### src/rtl/snn_axi_cfg_slave.sv
// snn_axi_cfg_slave
// AXI4-Lite configuration slave for the SNN core.
//   0x0000 CTRL      RW  (writing bit0=1 while the core is idle fires 'start')
//   0x0004 SIM_TIME  RW
//   0x0008 MEM_CFG   RW
//   0x000C DEBUG     RO  bit0 = busy, other bits 0
//   0x0100-0x01FF    external memory window, ext_mem_addr = ADDR[7:0]
// Register addresses are word decoded; ADDR[1:0] are ignored inside 0x0000-0x000F.
// WSTRB is ignored: every accepted write replaces all 32 bits.
// Optional macro SNN_AXI_SLVERR_EN: accesses to unmapped addresses answer
// SLVERR instead of OKAY. Unmapped reads always return zero.
module snn_axi_cfg_slave #(
  parameter int C_S_AXI_DATA_WIDTH = 32,
  parameter int C_S_AXI_ADDR_WIDTH = 16
) (
  input  logic                            S_AXI_ACLK,
  input  logic                            S_AXI_ARESETN,
  // write address channel
  input  logic [C_S_AXI_ADDR_WIDTH-1:0]   S_AXI_AWADDR,
  input  logic                            S_AXI_AWVALID,
  output logic                            S_AXI_AWREADY,
  // write data channel
  input  logic [C_S_AXI_DATA_WIDTH-1:0]   S_AXI_WDATA,
  input  logic [C_S_AXI_DATA_WIDTH/8-1:0] S_AXI_WSTRB,
  input  logic                            S_AXI_WVALID,
  output logic                            S_AXI_WREADY,
  // write response channel
  output logic [1:0]                      S_AXI_BRESP,
  output logic                            S_AXI_BVALID,
  input  logic                            S_AXI_BREADY,
  // read address channel
  input  logic [C_S_AXI_ADDR_WIDTH-1:0]   S_AXI_ARADDR,
  input  logic                            S_AXI_ARVALID,
  output logic                            S_AXI_ARREADY,
  // read data channel
  output logic [C_S_AXI_DATA_WIDTH-1:0]   S_AXI_RDATA,
  output logic [1:0]                      S_AXI_RRESP,
  output logic                            S_AXI_RVALID,
  input  logic                            S_AXI_RREADY,
  // register contents to the core
  output logic [31:0]                     ctrl_reg,
  output logic [31:0]                     sim_time,
  output logic [31:0]                     mem_cfg,
  output logic                            start,
  input  logic                            busy,
  // external memory window
  output logic                            ext_mem_wr_en,
  output logic                            ext_mem_rd_en,
  output logic [7:0]                      ext_mem_addr,
  output logic [31:0]                     ext_mem_wdata,
  input  logic [31:0]                     ext_mem_rdata
);

  localparam int AW = C_S_AXI_ADDR_WIDTH;
  localparam int DW = C_S_AXI_DATA_WIDTH;

  localparam logic [1:0] RESP_OKAY   = 2'b00;
  localparam logic [1:0] RESP_SLVERR = 2'b10;

  typedef enum logic [1:0] {W_IDLE, W_ACK, W_RESP} w_state_e;
  typedef enum logic [1:0] {R_IDLE, R_ACK, R_FETCH, R_RESP} r_state_e;
  typedef enum logic [2:0] {
    SEL_CTRL, SEL_SIM_TIME, SEL_MEM_CFG, SEL_DEBUG, SEL_WINDOW, SEL_NONE
  } sel_e;

  // Address map: register block in the first 16 bytes, memory window in page 1.
  function automatic sel_e decode(input logic [AW-1:0] addr);
    sel_e sel;
    sel = SEL_NONE;
    if ((addr >> 4) == '0) begin
      case (addr[3:2])
        2'd0: sel = SEL_CTRL;
        2'd1: sel = SEL_SIM_TIME;
        2'd2: sel = SEL_MEM_CFG;
        2'd3: sel = SEL_DEBUG;
      endcase
    end else if ((addr >> 8) == AW'(1)) begin
      sel = SEL_WINDOW;
    end
    return sel;
  endfunction

  w_state_e      w_state;
  r_state_e      r_state;
  logic [AW-1:0] wr_addr;
  logic [DW-1:0] wr_data;
  logic [AW-1:0] rd_addr;
  sel_e          aw_sel;
  sel_e          ar_sel;
  sel_e          wr_sel;
  sel_e          rd_sel;
  logic          wr_go;
  logic          unused_wstrb;

  assign aw_sel = decode(S_AXI_AWADDR);
  assign ar_sel = decode(S_AXI_ARADDR);
  assign wr_sel = decode(wr_addr);
  assign rd_sel = decode(rd_addr);

  // A write is taken this cycle; the read side yields to it (write wins ties).
  assign wr_go = (w_state == W_IDLE) && S_AXI_AWVALID && S_AXI_WVALID;

  // Write strobes carry no meaning for this register file.
  assign unused_wstrb = ^S_AXI_WSTRB;

  // The window port is shared: wr_en lives in W_ACK and rd_en in R_ACK, which
  // never overlap because R_ACK is never entered on the edge that enters W_ACK.
  assign ext_mem_addr  = ext_mem_rd_en ? rd_addr[7:0] : wr_addr[7:0];
  assign ext_mem_wdata = wr_data;

  // Write FSM: accept address+data together, update the target, hold BVALID.
  // NOTE: async reset only touches flops; every state element here is a flop,
  // and all sequential assignments are non-blocking so the FSMs read
  // pre-edge values of each other regardless of block evaluation order.
  always_ff @(posedge S_AXI_ACLK or negedge S_AXI_ARESETN) begin
    if (!S_AXI_ARESETN) begin
      w_state       <= W_IDLE;
      S_AXI_AWREADY <= 1'b0;
      S_AXI_WREADY  <= 1'b0;
      S_AXI_BVALID  <= 1'b0;
      S_AXI_BRESP   <= RESP_OKAY;
      wr_addr       <= '0;
      wr_data       <= '0;
      ext_mem_wr_en <= 1'b0;
      ctrl_reg      <= '0;
      sim_time      <= '0;
      mem_cfg       <= '0;
      start         <= 1'b0;
    end else begin
      start <= 1'b0;
      case (w_state)
        W_IDLE: begin
          if (wr_go) begin
            w_state       <= W_ACK;
            S_AXI_AWREADY <= 1'b1;
            S_AXI_WREADY  <= 1'b1;
            wr_addr       <= S_AXI_AWADDR;
            wr_data       <= S_AXI_WDATA;
            ext_mem_wr_en <= (aw_sel == SEL_WINDOW);
          end
        end
        W_ACK: begin
          S_AXI_AWREADY <= 1'b0;
          S_AXI_WREADY  <= 1'b0;
          ext_mem_wr_en <= 1'b0;
          case (wr_sel)
            SEL_CTRL: begin
              ctrl_reg <= wr_data;
              start    <= wr_data[0] & ~busy;
            end
            SEL_SIM_TIME: sim_time <= wr_data;
            SEL_MEM_CFG:  mem_cfg  <= wr_data;
            default: ;
          endcase
`ifdef SNN_AXI_SLVERR_EN
          S_AXI_BRESP <= (wr_sel == SEL_NONE) ? RESP_SLVERR : RESP_OKAY;
`else
          S_AXI_BRESP <= RESP_OKAY;
`endif
          S_AXI_BVALID <= 1'b1;
          w_state      <= W_RESP;
        end
        W_RESP: begin
          if (S_AXI_BREADY) begin
            S_AXI_BVALID <= 1'b0;
            S_AXI_BRESP  <= RESP_OKAY;
            w_state      <= W_IDLE;
          end
        end
        default: w_state <= W_IDLE;
      endcase
    end
  end

  // Read FSM: fixed ACK -> FETCH -> RESP pipeline so window and register
  // reads share the same two-cycle ARREADY-to-RVALID latency.
  always_ff @(posedge S_AXI_ACLK or negedge S_AXI_ARESETN) begin
    if (!S_AXI_ARESETN) begin
      r_state       <= R_IDLE;
      S_AXI_ARREADY <= 1'b0;
      S_AXI_RVALID  <= 1'b0;
      S_AXI_RDATA   <= '0;
      S_AXI_RRESP   <= RESP_OKAY;
      rd_addr       <= '0;
      ext_mem_rd_en <= 1'b0;
    end else begin
      case (r_state)
        R_IDLE: begin
          if (S_AXI_ARVALID && !wr_go) begin
            r_state       <= R_ACK;
            S_AXI_ARREADY <= 1'b1;
            rd_addr       <= S_AXI_ARADDR;
            ext_mem_rd_en <= (ar_sel == SEL_WINDOW);
          end
        end
        R_ACK: begin
          S_AXI_ARREADY <= 1'b0;
          ext_mem_rd_en <= 1'b0;
          r_state       <= R_FETCH;
        end
        R_FETCH: begin
          case (rd_sel)
            SEL_CTRL:     S_AXI_RDATA <= ctrl_reg;
            SEL_SIM_TIME: S_AXI_RDATA <= sim_time;
            SEL_MEM_CFG:  S_AXI_RDATA <= mem_cfg;
            SEL_DEBUG:    S_AXI_RDATA <= {{(DW-1){1'b0}}, busy};
            SEL_WINDOW:   S_AXI_RDATA <= ext_mem_rdata;
            default:      S_AXI_RDATA <= '0;
          endcase
`ifdef SNN_AXI_SLVERR_EN
          S_AXI_RRESP <= (rd_sel == SEL_NONE) ? RESP_SLVERR : RESP_OKAY;
`else
          S_AXI_RRESP <= RESP_OKAY;
`endif
          S_AXI_RVALID <= 1'b1;
          r_state      <= R_RESP;
        end
        R_RESP: begin
          if (S_AXI_RREADY) begin
            S_AXI_RVALID <= 1'b0;
            S_AXI_RDATA  <= '0;
            S_AXI_RRESP  <= RESP_OKAY;
            r_state      <= R_IDLE;
          end
        end
        default: r_state <= R_IDLE;
      endcase
    end
  end

endmodule

### config.mk
export PLATFORM = sky130hd
export DESIGN_NAME = snn_axi_cfg_slave
export DESIGN_NICKNAME = d
export VERILOG_FILES = /design/src/rtl/snn_axi_cfg_slave.sv
export SDC_FILE = /design/constraint.sdc
export NUM_CORES = 1
export LEC_CHECK = 0
export BUFFER_PORTS_ARGS = -buffer_cell sky130_fd_sc_hd__buf_4
export CORE_ASPECT_RATIO = 1.1
export CORE_MARGIN = 4
export CORE_UTILIZATION = 55
export CTS_CLUSTER_DIAMETER = 100
export DETAILED_ROUTE_END_ITERATION = 16
export PLACE_DENSITY = 0.95
export SLEW_MARGIN = 30
export SYNTH_ARGS = -nofsm -noshare
export SYNTH_HDL_FRONTEND = slang
export SYNTH_SLANG_ARGS = --single-unit
### constraint.sdc
create_clock -name S_AXI_ACLK -period 5.62 [get_ports S_AXI_ACLK]
set_input_delay 0.562 -clock S_AXI_ACLK [delete_from_list [all_inputs] [get_ports S_AXI_ACLK]]
set_output_delay 0.562 -clock S_AXI_ACLK [all_outputs]
set_load 0.01 [all_outputs]
==> run summary <==
IR analysis of the VDD net gives a maximum drop of 482 uV. The ratio of cells with drive above 1 in the final layout is 56.1%. The count of placed standard cells in the final layout, fillers left out came out at 1094. The via-per-instance ratio came out at 5.92. The number of cells on the worst reg-to-reg path came out at 5. The max-capacitance violation count came out at 0. The arrival time of data at the critical path endpoint is 3400 ps. The final setup TNS is 0 ps. For the pin with the worst max-slew slack, the measured transition is 1000 ps. The power density over the cells came out at 351 mW/mm^2. The number of design rule violations left after detail routing came out at 0. The number of buffers added by the clock tree synthesis step came out at 21. The number of antenna violations at the first check in global routing is 0.

The port buffer count came out at 279. Measured against its own limit, the worst slew margin works out to 33.2%. No sink is reached through more buffers than the 3 on the longest clock path. The area growth from synthesis to layout is 34.1%. The biggest fanout along the worst timing path came out at 17. The final clock skew is 11.7 ps.

The endpoint kind of the worst setup timing path is a flip-flop. The smallest hold slack is 179 ps. The first-pass GRT wire length came out at 39300 um. The I/O pin count came out at 288. The detailed-routing iteration count for the pre-antenna-repair pass is 6. The required time of the critical path came out at 5990 ps. The cell sitting at the root of the clock tree is a sky130_fd_sc_hd__clkbuf_16. After clock tree synthesis, the flow added hold-fix buffers numbering 0. The floorplan has 47 rows. After detailed routing, the total wire length is 25300 um. The final count of hold timing violations came out at 0. The diode insertion count for antenna repair is 0. The average wire per cell in the routed design is 23.1 um. Setup repair after global routing left no endpoint under its margin. The capturing point of the worst reg2reg path is ctrl_reg[7]$_DFFE_PN0P_. The flow ran to the end, and the final reports show no timing, DRC or antenna violations.

The setup check on the worst reg-to-reg path leaves a slack of 2590 ps. The number of setup buffers added after CTS is 0. The path class of the tightest hold or removal check is in2async. In this run the vertical extent of the chip is 140 um.

The average cell area after synthesis is 14.2 sq um. The initial cell density of the core is 56.8%. The flip-flop and latch count after synthesis came out at 203. TritonCTS built the clock tree. After synthesis, the netlist uses 41 different library cells. The floorplan die width is 128 um.

Routability-driven placement finished with a final weighted congestion of 0.871. The half-perimeter wire length after placement is 17100 um. After layout, the worst path uses 53.9% of the clock period. The detailed router finished its first iteration with 499 violations. The die area came out at 0.0179 sq mm. By startpoint and endpoint, the worst setup path is classified as reg2reg.

In this run the critical register-to-register path is launched from wr_addr[11]$_DFFE_PN0P_. Global routing used 27.7% of the available tracks. The area of the placeable core came out at 0.0153 sq mm. The static leakage came out at 5.83 nW. The post-cts gate resize count is 0. The number of nets in the final layout came out at 999. The total number of vias came out at 6480. The final critical path time including I/O delays and setup came out at 3030 ps. The netlist area before placement is 0.00869 sq mm.

Yosys printed 0 warnings. The worst setup path is launched from a flip-flop. The number of global-route vias before repair came out at 6975.

After detailed placement, the design holds a cell count of 1058. The number of levels the H-tree was split into came out at 1. The count of nets left with antenna violations once routing finished came out at 0. The clock-pin slew on the worst setup and hold paths is 60 ps. The maximum number of pins on one net before global-route repair came out at 109. The number of slew-limit violations in the final report came to 0. The remaining global-route overflow came out at 0. The synthesized netlist cell count is 610.

The highest attainable clock frequency is 330 MHz. Setup violations remaining at the end of the flow were counted as 0. The share of the Yosys chip area taken by registers is 58.4%. The later-pin clock latency in the skew report came out at 500 ps. The tree built by TritonCTS fans out to 203 sinks.
## how the worst max path moves through the flow
stage | from | endpoint | depth (start not counted)
2_1_floorplan | S_AXI_AWVALID | rd_addr[10]$_DFFE_PN0P_ | 6
3_3_place_gp | rd_addr[2]$_DFFE_PN0P_ | S_AXI_RDATA[22]$_DFFE_PN0P_ | 5
3_5_place_dp | rd_addr[2]$_DFFE_PN0P_ | S_AXI_RDATA[23]$_DFFE_PN0P_ | 5
4_1_cts | wr_addr[11]$_DFFE_PN0P_ | ctrl_reg[7]$_DFFE_PN0P_ | 5
5_1_grt | wr_addr[11]$_DFFE_PN0P_ | ctrl_reg[7]$_DFFE_PN0P_ | 5
6_report | wr_addr[11]$_DFFE_PN0P_ | ctrl_reg[7]$_DFFE_PN0P_ | 5
## kinds of logic after synthesis
kind of cell,count (synthesis),share of synthesized area (%)
DFF,203,58.4
muxes,202,26.3
AOI/OAI and AO/OA,76,6.29
and+or+nand+nor,73,4.94
buffers and inverters,50,3.28
adders and majority gates,5,0.720
other,1,0.0431
## power by group
part           internal [mW]  switching (mW)  total, mW
logic                  0.447           0.374      0.821
registers               1.64           0.257       1.90
clock network          0.820           0.557       1.38
total                   2.91            1.19       4.10
## metal layers
metal | track usage [%] | up-vias | part of all wire, %
met5 | 0 | - | 0
met4 | 9.66 | 0 | 3.1
met3 | 5.37 | 56 | 7.4
met2 | 48.5 | 317 | 52
met1 | 34.2 | 3303 | 38
li1 | - | 2804 | -
## critical path: stages, from the launching register on
cell,delay [ps]
sky130_fd_sc_hd__dfrtp_1,380
sky130_fd_sc_hd__nor4_1,430
sky130_fd_sc_hd__nand4_1,460
sky130_fd_sc_hd__nor3_4,820
sky130_fd_sc_hd__buf_4,420
sky130_fd_sc_hd__mux2_2,370
## stage by stage
step | util (%) | area (sq um) | worst slack, ps | power, mW
5_1_grt | 76.2 | 11700 | 2440 | 4.27
2_1_floorplan | - | 8700 | 3660 | 2.28
4_1_cts | 76.2 | 11600 | 2500 | 4.12
6_report | 76.2 | 11700 | 2590 | 4.10
3_5_place_dp | 71.7 | 11000 | 2650 | 2.73
3_3_place_gp | 71.5 | 10900 | 2780 | 2.65
## synth_stat cells
| master | count | area [sq um] |
|---|---|---|
| sky130_fd_sc_hd__buf_2 | 6 | 30.0 |
| sky130_fd_sc_hd__nor3_1 | 1 | 5.00 |
| sky130_fd_sc_hd__clkbuf_1 | 15 | 56.3 |
| sky130_fd_sc_hd__or3b_2 | 1 | 8.76 |
| sky130_fd_sc_hd__o22ai_1 | 1 | 6.26 |
| sky130_fd_sc_hd__nor4b_4 | 1 | 23.8 |
| sky130_fd_sc_hd__nand2_1 | 35 | 131 |
| sky130_fd_sc_hd__nand3b_1 | 2 | 15.0 |
| sky130_fd_sc_hd__ha_1 | 5 | 62.6 |
| sky130_fd_sc_hd__o21ai_0 | 4 | 20.0 |
| sky130_fd_sc_hd__buf_6 | 4 | 45.0 |
| sky130_fd_sc_hd__a222oi_1 | 31 | 310 |
| sky130_fd_sc_hd__mux2_1 | 34 | 383 |
| sky130_fd_sc_hd__nand4_1 | 1 | 6.26 |
| sky130_fd_sc_hd__conb_1 | 1 | 3.75 |
| sky130_fd_sc_hd__nand3_1 | 1 | 5.00 |
| sky130_fd_sc_hd__mux2i_1 | 1 | 10.0 |
| sky130_fd_sc_hd__nor3_2 | 1 | 10.0 |
| sky130_fd_sc_hd__mux4_2 | 1 | 22.5 |
| sky130_fd_sc_hd__nor4b_1 | 3 | 26.3 |
| sky130_fd_sc_hd__a21o_1 | 1 | 7.51 |
| sky130_fd_sc_hd__and3_1 | 1 | 6.26 |
| sky130_fd_sc_hd__nor4_4 | 1 | 21.3 |
| sky130_fd_sc_hd__or4_4 | 2 | 22.5 |
| sky130_fd_sc_hd__nor4_1 | 8 | 50.1 |
| sky130_fd_sc_hd__mux2_2 | 166 | 1870 |
| sky130_fd_sc_hd__a21oi_1 | 5 | 25.0 |
| sky130_fd_sc_hd__nor3b_2 | 2 | 25.0 |
| sky130_fd_sc_hd__o21ai_1 | 31 | 155 |
| sky130_fd_sc_hd__inv_1 | 8 | 30.0 |
| sky130_fd_sc_hd__nor2_1 | 5 | 18.8 |
| sky130_fd_sc_hd__nor2b_1 | 2 | 12.5 |
| sky130_fd_sc_hd__nor4bb_1 | 1 | 10.0 |
| sky130_fd_sc_hd__a22oi_1 | 2 | 15.0 |
| sky130_fd_sc_hd__or3_1 | 1 | 6.26 |
| sky130_fd_sc_hd__dfrtp_1 | 203 | 5080 |
| sky130_fd_sc_hd__o211ai_1 | 1 | 7.51 |
| sky130_fd_sc_hd__clkbuf_4 | 3 | 22.5 |
| sky130_fd_sc_hd__nand2b_1 | 4 | 25.0 |
| sky130_fd_sc_hd__buf_4 | 13 | 97.6 |
| sky130_fd_sc_hd__buf_1 | 1 | 3.75 |
## area by class of cell
type | count | area, sq um
clock inverter | 5 | 53.8
tap | 196 | 245
fill | 929 | 3640
inverter | 8 | 30.0
timing repair buffer | 292 | 2220
multi-input combinational | 360 | 3390
sequential | 203 | 5080
clock buffer | 30 | 629
## placed cells by master (no fill, tap or decap), types with 3 or more instances in the layout
cell type,instances
sky130_fd_sc_hd__a21oi_1,4
sky130_fd_sc_hd__o21ai_1,31
sky130_fd_sc_hd__nand2_1,35
sky130_fd_sc_hd__clkbuf_8,8
sky130_fd_sc_hd__buf_4,290
sky130_fd_sc_hd__mux2_1,34
sky130_fd_sc_hd__dfrtp_1,202
sky130_fd_sc_hd__mux2_2,166
sky130_fd_sc_hd__conb_1,4
sky130_fd_sc_hd__inv_1,8
sky130_fd_sc_hd__nand2b_1,4
sky130_fd_sc_hd__a222oi_1,31
sky130_fd_sc_hd__nor2_1,5
sky130_fd_sc_hd__nor4_1,8
sky130_fd_sc_hd__clkbuf_16,21
sky130_fd_sc_hd__nor4b_1,3
sky130_fd_sc_hd__o21ai_0,4
sky130_fd_sc_hd__clkinv_2,3
sky130_fd_sc_hd__ha_1,5
Power figures use the tool's default switching activity.
